$ cat src/rtl/merge_node_param_pkg.sv
// Shared definitions for the merge-tree cells: FSM state encoding and the terminator key.
package merge_node_param_pkg;

   typedef enum logic [1:0] {
      MERGE   = 2'd0,
      DRAIN_A = 2'd1,
      DRAIN_B = 2'd2
   } merge_state_e;

   localparam int TERM_KEY = 0;

endpackage

$ cat src/rtl/merge_node_param_key_cmp.sv
// Key comparator for the merge cell: detects terminators and picks the head to emit next.
module merge_key_cmp
   import merge_node_param_pkg::*;
#(
   parameter int KEY_WIDTH  = 32,
   parameter bit DESCENDING = 1'b1
) (
   input  logic [KEY_WIDTH-1:0] key_a_i,
   input  logic [KEY_WIDTH-1:0] key_b_i,
   output logic                 a_wins_o,
   output logic                 a_term_o,
   output logic                 b_term_o
);

   logic a_before_b;

   assign a_term_o = (key_a_i == KEY_WIDTH'(TERM_KEY));
   assign b_term_o = (key_b_i == KEY_WIDTH'(TERM_KEY));

   // Ties go to A in both directions.
   assign a_before_b = DESCENDING ? (key_a_i >= key_b_i) : (key_a_i <= key_b_i);

   // A terminator sorts after every real key, so a lone terminator always loses.
   assign a_wins_o = b_term_o | (~a_term_o & a_before_b);

endmodule

$ cat src/rtl/merge_node_param.sv
// Two-way streaming merge of terminator-delimited sorted sequences from FWFT FIFOs,
// with a one-word output register, completed-sequence counter and sticky order check.
module merge_node_param
   import merge_node_param_pkg::*;
#(
   parameter int DATA_WIDTH = 32,
   parameter int KEY_WIDTH  = 32,
   parameter bit DESCENDING = 1'b1,
   parameter int CNT_WIDTH  = 16
) (
   input  logic                  i_clk,
   input  logic                  i_rst_n,
   input  logic [DATA_WIDTH-1:0] i_fifo_a,
   input  logic                  i_fifo_a_empty,
   output logic                  o_fifo_a_read,
   input  logic [DATA_WIDTH-1:0] i_fifo_b,
   input  logic                  i_fifo_b_empty,
   output logic                  o_fifo_b_read,
   input  logic                  i_fifo_out_ready,
   output logic                  o_out_fifo_write,
   output logic [DATA_WIDTH-1:0] o_data,
   output logic [CNT_WIDTH-1:0]  o_seq_count,
   output logic                  o_order_err
);

   merge_state_e          state_q, state_d;
   logic                  out_valid_q;
   logic [DATA_WIDTH-1:0] data_q, data_d;
   logic [CNT_WIDTH-1:0]  cnt_q;
   logic                  err_q;
   logic [KEY_WIDTH-1:0]  last_a_q, last_b_q;

   logic [KEY_WIDTH-1:0]  key_a, key_b;
   logic                  a_wins, a_term, b_term;
   logic                  load_ok, emit, pop_a, pop_b, seq_done;
   logic                  viol_a, viol_b;

   assign key_a = i_fifo_a[DATA_WIDTH-1 -: KEY_WIDTH];
   assign key_b = i_fifo_b[DATA_WIDTH-1 -: KEY_WIDTH];

   merge_key_cmp #(
      .KEY_WIDTH  (KEY_WIDTH),
      .DESCENDING (DESCENDING)
   ) u_cmp (
      .key_a_i  (key_a),
      .key_b_i  (key_b),
      .a_wins_o (a_wins),
      .a_term_o (a_term),
      .b_term_o (b_term)
   );

   assign load_ok = ~out_valid_q | i_fifo_out_ready;

   always_comb begin
      state_d  = state_q;
      emit     = 1'b0;
      pop_a    = 1'b0;
      pop_b    = 1'b0;
      seq_done = 1'b0;
      if (load_ok) begin
         case (state_q)
            MERGE: begin
               if (~i_fifo_a_empty & ~i_fifo_b_empty) begin
                  emit = 1'b1;
                  if (a_term & b_term) begin
                     pop_a    = 1'b1;
                     pop_b    = 1'b1;
                     seq_done = 1'b1;
                  end else if (a_wins) begin
                     pop_a = 1'b1;
                     if (b_term) state_d = DRAIN_A;
                  end else begin
                     pop_b = 1'b1;
                     if (a_term) state_d = DRAIN_B;
                  end
               end
            end
            // The idle side's terminator stays at its head until the draining side ends too.
            DRAIN_A: begin
               if (~i_fifo_a_empty) begin
                  if (~a_term) begin
                     emit  = 1'b1;
                     pop_a = 1'b1;
                  end else if (~i_fifo_b_empty) begin
                     emit     = 1'b1;
                     pop_a    = 1'b1;
                     pop_b    = 1'b1;
                     seq_done = 1'b1;
                     state_d  = MERGE;
                  end
               end
            end
            DRAIN_B: begin
               if (~i_fifo_b_empty) begin
                  if (~b_term) begin
                     emit  = 1'b1;
                     pop_b = 1'b1;
                  end else if (~i_fifo_a_empty) begin
                     emit     = 1'b1;
                     pop_a    = 1'b1;
                     pop_b    = 1'b1;
                     seq_done = 1'b1;
                     state_d  = MERGE;
                  end
               end
            end
            default: state_d = MERGE;
         endcase
      end
   end

   assign data_d = (pop_b & ~pop_a) ? i_fifo_b : i_fifo_a;

   assign viol_a = (last_a_q != '0) &&
                   (DESCENDING ? (key_a > last_a_q) : (key_a < last_a_q));
   assign viol_b = (last_b_q != '0) &&
                   (DESCENDING ? (key_b > last_b_q) : (key_b < last_b_q));

   always_ff @(posedge i_clk) begin
      if (!i_rst_n) begin
         state_q     <= MERGE;
         out_valid_q <= 1'b0;
         data_q      <= '0;
         cnt_q       <= '0;
         err_q       <= 1'b0;
         last_a_q    <= '0;
         last_b_q    <= '0;
      end else begin
         state_q <= state_d;
         if (load_ok) begin
            out_valid_q <= emit;
            if (emit) data_q <= data_d;
         end
         if (seq_done) cnt_q <= cnt_q + CNT_WIDTH'(1);
         if ((pop_a & ~a_term & viol_a) | (pop_b & ~b_term & viol_b)) err_q <= 1'b1;
         if (pop_a) last_a_q <= a_term ? '0 : key_a;
         if (pop_b) last_b_q <= b_term ? '0 : key_b;
      end
   end

   // No pop may escape in a reset cycle, whatever the registered state says.
   assign o_fifo_a_read    = pop_a & i_rst_n;
   assign o_fifo_b_read    = pop_b & i_rst_n;
   assign o_out_fifo_write = out_valid_q & i_fifo_out_ready;
   assign o_data           = data_q;
   assign o_seq_count      = cnt_q;
   assign o_order_err      = err_q;

endmodule

$ cat config.mk
export PLATFORM = sky130hd
export DESIGN_NAME = merge_node_param
export DESIGN_NICKNAME = d
export VERILOG_FILES = /design/src/rtl/merge_node_param_pkg.sv /design/src/rtl/merge_node_param_key_cmp.sv /design/src/rtl/merge_node_param.sv
export SDC_FILE = /design/constraint.sdc
export NUM_CORES = 1
export LEC_CHECK = 0
export CAP_MARGIN = 25
export CELL_PAD_IN_SITES_DETAIL_PLACEMENT = 1
export CELL_PAD_IN_SITES_GLOBAL_PLACEMENT = 2
export CORE_ASPECT_RATIO = 1.2
export CORE_MARGIN = 4
export CORE_UTILIZATION = 29
export DETAILED_ROUTE_END_ITERATION = 8
export GPL_ROUTABILITY_DRIVEN = 0
export GPL_TIMING_DRIVEN = 0
export PLACE_DENSITY = 0.8
export SKIP_LAST_GASP = 1
export SLEW_MARGIN = 15
export SYNTH_ARGS = -nofsm -noshare
export SYNTH_HDL_FRONTEND = slang
export SYNTH_SLANG_ARGS = --single-unit
export TNS_END_PERCENT = 1
$ cat constraint.sdc
create_clock -name i_clk -period 2.8 [get_ports i_clk]
set_input_delay 0.28 -clock i_clk [delete_from_list [all_inputs] [get_ports i_clk]]
set_output_delay 0.28 -clock i_clk [all_outputs]
set_load 0.02 [all_outputs]
==> results of run 1 <==
registers in the layout, summed over array words and instances (netlist names):
name	cells
o_order_err	1
last_b_q	32
state_q	2
last_a_q	32
o_data	32
o_seq_count	16
out_valid_q	1
synth_stat cells (3+ instances only):
library cell    n  area share, %
mux2i_1        33            4.3
nor3_1         46            3.0
nor2b_1         4           0.32
a32oi_1         4           0.45
and3_1          5           0.40
buf_2           7           0.45
nor2_1         63            3.1
a211oi_1        6           0.58
a311o_1        32            4.1
nand3_1        46            3.0
or3_1           5           0.40
o221ai_1        3           0.34
a21oi_1        64            4.1
and2_1         35            2.8
a21o_1         15            1.5
o21a_1          3           0.29
xnor2_1        10            1.1
buf_6           3           0.44
and4_1          8           0.91
o21ai_0        54            3.5
ha_1           97             16
nor4_1         34            2.7
inv_1         107            5.2
a31oi_1         5           0.40
nand2b_1        3           0.24
nand4_1        22            1.8
clkbuf_1       38            1.8
dfxtp_1       116             30
nand2_1        61            3.0
cell type report:
class | count | share of cell area, %
buffer | 47 | 2.277
clock inverter | 11 | 1.693
inverter | 107 | 3.909
multi-input combinational | 691 | 50.36
tap | 335 | 4.080
clock buffer | 21 | 4.579
timing repair buffer | 136 | 10.47
sequential | 116 | 22.60
antenna | 1 | 0.02436
power groups by stage:
stage / sequential (mW) / combinational [mW] / clock, mW
after floorplan: 1.82 / 0.463 / 0
after global placement: 1.81 / 0.885 / 0
after detailed placement: 1.81 / 0.907 / 0
after CTS: 1.77 / 0.939 / 2.46
after global routing: 1.78 / 1.06 / 2.53
final: 1.77 / 0.952 / 2.43
worst max-delay path, stage by stage:
cell	delay [ns]
clkbuf_4	0.16
inv_2	0.06
ha_4	0.27
nand4_1	0.11
or4_4	0.58
a311oi_4	0.37
buf_4	0.19
o21ba_4	0.16
nor2_4	0.05
nor2_2	0.10
buf_4	0.15
kinds of logic after synthesis:
logic type | count (synthesis) | share of synthesized area (%)
muxes | 33 | 4.266
AOI/OAI and AO/OA | 211 | 18.46
buffers and inverters | 155 | 7.919
xor gates and xnor gates | 11 | 1.244
DFF | 116 | 29.99
adders and majority gates | 97 | 15.68
and+or+nand+nor | 339 | 22.45
layer usage:
metal,global-route usage [%],routed length [µm],vias to the layer above
met5,0,0,-
met4,6.488,663,0
met3,2.916,943,41
met2,35.27,14980,149
met1,24.73,12780,3890
li1,-,-,3791
path summary, 6_finish.rpt:
kind                         to
setup / recovery  o_fifo_a_read
hold / removal       o_data[26]
setup reg to reg    last_b_q[5]
hold reg to reg    last_a_q[18]
through the flow:
stage / std cells / setup slack (ns) / hold slack, ns
finish: 1465 / 0.04113 / 0.1387
global route: 1465 / -0.03946 / 0.1392
CTS: 1458 / -0.06060 / 0.1938
detailed placement: 1415 / -1.398 / 0.4746
global placement: 1415 / -1.363 / 0.4699
floorplan: 962 / 0.1428 / 0.4017
what timing repair did:
item,4_1_cts,5_1_grt
pin swaps,19,11
resized for setup,235,128
cloned,0,0
setup endpoints to repair,94,84
buffers inserted,11,7
==> metrics, run 1 <==
Slew headroom=54.36%; start point of the worst min-delay path=i_fifo_b[26]; IO Port Bufs=118; GRT overflow=0; status=finished clean; Num CTS Buffers=17; Ports=121; period utilisation layout=98.53%; via count=7,871; largest net degree at the start of global routing=17; post-DR vias/cell=5.373; HP Class=in2reg; FF-to-FF setup slack=0.23 ns; Antenna Violating Nets Remaining=0; worst skew pair latency=0.43 ns; wire per inst=20.05 µm; Area after DPL=9343 µm²; WP data required=2.52 ns; fill cell count=3,165; sinks on the clock net=116; Synth cell types=55; Final Util=39.11%; Worst Hold Depth=2; Total Power=5.154 mW; H-Tree Depth=4; Lkg Pwr=3.947 nW; initial antenna violation count=1; sequential cell area=2322 µm²; Sw Share=28.62%; P per Cell Area=501.7 nW/µm²; Routed WL=29,370 µm; Hold Vio Cnt, Final=0; Clock Power Share=47.1%; Final Skew=0.01575 ns; prevailing post-synth register cell=dfxtp_1; Syn-to-layout area delta=32.69%; Yosys reg bits=116; crit path max fanout=5; Slew Viols, Final=0; post-route cell area=10,270 µm²; Clock Pin Slew Worst Setup and Hold Paths=0.06 ns; warnings from Yosys=0; Tmin final=2.759 ns; Comb power frac=18.5%; async set or reset register ratio after synthesis=0%; Setup crit start kind=input port; RSZ-0062 raised after global routing=yes; Post-synth EDFFs=0; Reg power frac=34.4%; DRC=0; drt first pass iters=5; Switch Pwr=1.475 mW; max-cap violations=0; all-layer global routing usage=19.99%; Seq/Total Area, Yosys=29.99%; setup total negative slack=0 ns; Syn Std Cell Area=7742 µm²; footprint of the multi-input gates=5174 µm²; CTS Hold Bufs=0; root buf cell=clkbuf_16; vias in the first global route=8,366; crit path launch=i_fifo_b[27]; final net count=1,282; Worst Tran Pin Value=0.6846 ns; CTS tree=built; Std-Cell Rows=65; VDD IR max=0.0004190 V; most common cell after layout, fill and taps aside=dfxtp_1; die width=157.2 µm; core footprint=26,270 µm²; first-pass GRT wire length=46,450 µm; FF-to-FF Start=state_q[0]; Worst Setup Path Type=in2out; syn avg cell area=8.048 µm²; post-DP HPWL=22,020 µm; Iteration-0 DRC Markers=366; Die Y=187.0 µm; Initial Util=29.47%; final setup fails=0; leading cell types in the layout, fill and taps excluded=dfxtp_1, inv_1, ha_1; layout cell share with drive strength beyond 1=16.03%; critical path data arrival time=2.48 ns; Crit. End Element=primary output; Syn Inst Count=962; Max Freq=362.5 MHz; reg2reg path depth=10; die area=29,390 µm²; P_int=3.679 mW; Net Count, Synth=1,128; Clock Path Buffers=2
No activity file was read; power rests on OpenSTA's default activity.
==> inputs of run 2 (changes only) <==
--- a/config.mk
+++ b/config.mk
@@ -13,7 +13,7 @@
 export CORE_UTILIZATION = 29
 export DETAILED_ROUTE_END_ITERATION = 8
 export GPL_ROUTABILITY_DRIVEN = 0
-export GPL_TIMING_DRIVEN = 0
+export GPL_TIMING_DRIVEN = 1
 export PLACE_DENSITY = 0.8
 export SKIP_LAST_GASP = 1
 export SLEW_MARGIN = 15
==> metrics, run 2 (synthesized netlist as in run 1, its figures left out) <==
status=finished clean; initial antenna violation count=2; Tmin final=2.768 ns; via count=8,212; DRC=0; final setup fails=0; Area after DPL=10,290 µm²; Syn-to-layout area delta=44.62%; Slew Viols, Final=0; first-pass GRT wire length=48,890 µm; die area=29,390 µm²; Clock Pin Slew Worst Setup and Hold Paths=0.05 ns; Setup crit start kind=input port; largest net degree at the start of global routing=64; worst skew pair latency=0.42 ns; WL met3=1626 µm; Num CTS Buffers=17; post-DP HPWL=23,680 µm; all-layer global routing usage=21.17%; drt first pass iters=5; Initial Util=29.47%; CTS tree=built; sinks on the clock net=116; crit path max fanout=4; layout cell share with drive strength beyond 1=19.62%; Max Freq=361.2 MHz; final net count=1,364; die width=157.2 µm; Total Power=5.119 mW; post-placement cell count=1,505; vias in the first global route=8,672; Worst Setup Path Type=in2out; RSZ-0062 raised after global routing=yes; most common cell after layout, fill and taps aside=buf_4; routed wl met2=15,160 µm; top sig layer=met5; IO Port Bufs=120; Slew headroom=46.10%; Clock Path Buffers=2; wire per inst=20.40 µm; Std-Cell Rows=65; Crit. End Element=primary output; critical path data arrival time=2.49 ns; Hold Vio Cnt, Final=0; max-cap violations=0; root buf cell=clkbuf_16; VDD IR max=0.0004010 V; Final Skew=0.007726 ns; H-Tree Depth=4; post-route cell area=11,200 µm²; CTS Hold Bufs=0; WHS=0.3122 ns; HP Class=in2reg; Iteration-0 DRC Markers=408; Lkg Pwr=4.547 nW; leading cell types in the layout, fill and taps excluded=buf_4, dfxtp_1, inv_1; Antenna Violating Nets Remaining=0; WP data required=2.52 ns; wire length on met1=13,720 µm; Die Y=187.0 µm; core footprint=26,270 µm²; Routed WL=31,500 µm; P per Cell Area=457.1 nW/µm²; post-DR vias/cell=5.319; Final Non-Filler Cells=1,544; Worst Tran Pin Value=0.8086 ns; Ports=121; GRT overflow=0; FF-to-FF setup slack=0.21 ns; period utilisation layout=98.87%
[run 2: changes by cell type in the layout (fill, tap and decap cells not counted), sizes merged, moves of 2 or more]
cell / delta
bufinv: -2
clkdlybuf4s50: +9
buf: +79
dlymetal6s2s: +4
clkdlybuf4s15: -3
clkbuf: -45
clkinvlp: -3
clkinv: -2
dlygate4sd2: +43
[run 2: final timing paths]
path,from,end,cells past startpoint
worst min register to register,last_a_q[30],last_a_q[30],2
worst max-delay path,i_fifo_a[1],o_fifo_b_read,9
worst max register to register,last_a_q[25],o_order_err,11
worst min-delay path,i_fifo_b[2],o_data[2],2
[run 2: per-stage QoR]
step	setup WS, ns	setup TNS (ns)	utilization [%]
floorplan	0.1428	0	-
global placement	-0.7731	-59.10	39.19
detailed placement	-0.8381	-63.95	39.19
CTS	0.004578	0	42.28
global route	-0.03046	-0.2100	42.61
finish	0.03163	0	42.62
[run 2: what timing repair did]
item,in CTS,in global routing
setup endpoints to repair,84,61
gates resized for setup,109,23
pin swaps,16,8
buffers inserted,5,4
[run 2: report_power, final]
group | internal [mW] | leakage (nW) | switching [mW]
Combinational | 0.495 | 3.30 | 0.599
Sequential | 1.72 | 0.943 | 0.0533
Clock | 1.48 | 0.300 | 0.766
Total | 3.70 | 4.55 | 1.42
[run 2: routing by layer]
metal	up-vias	GRT usage (%)
met5	-	0
met4	2	7.382
li1	3939	-
met1	4016	27.35
met2	199	34.95
met3	56	4.235
[run 2: worst max-delay path: stages]
cell,delay (ns)
clkdlybuf4s50_1,0.63
ha_1,0.30
a2111oi_2,0.29
nand4b_1,0.23
a311oi_4,0.13
buf_6,0.15
o22ai_4,0.16
and2_4,0.18
buf_4,0.13
[run 2: final cells by class]
cell class	instances	area, µm²
Fill cell	3152	15070
Multi-Input combinational cell	691	5114
Timing Repair Buffer	265	2333
Sequential cell	116	2322
Clock buffer	26	539.3
Tap cell	335	419.2
Inverter	107	401.6
Clock inverter	3	65.06
Antenna cell	1	2.502
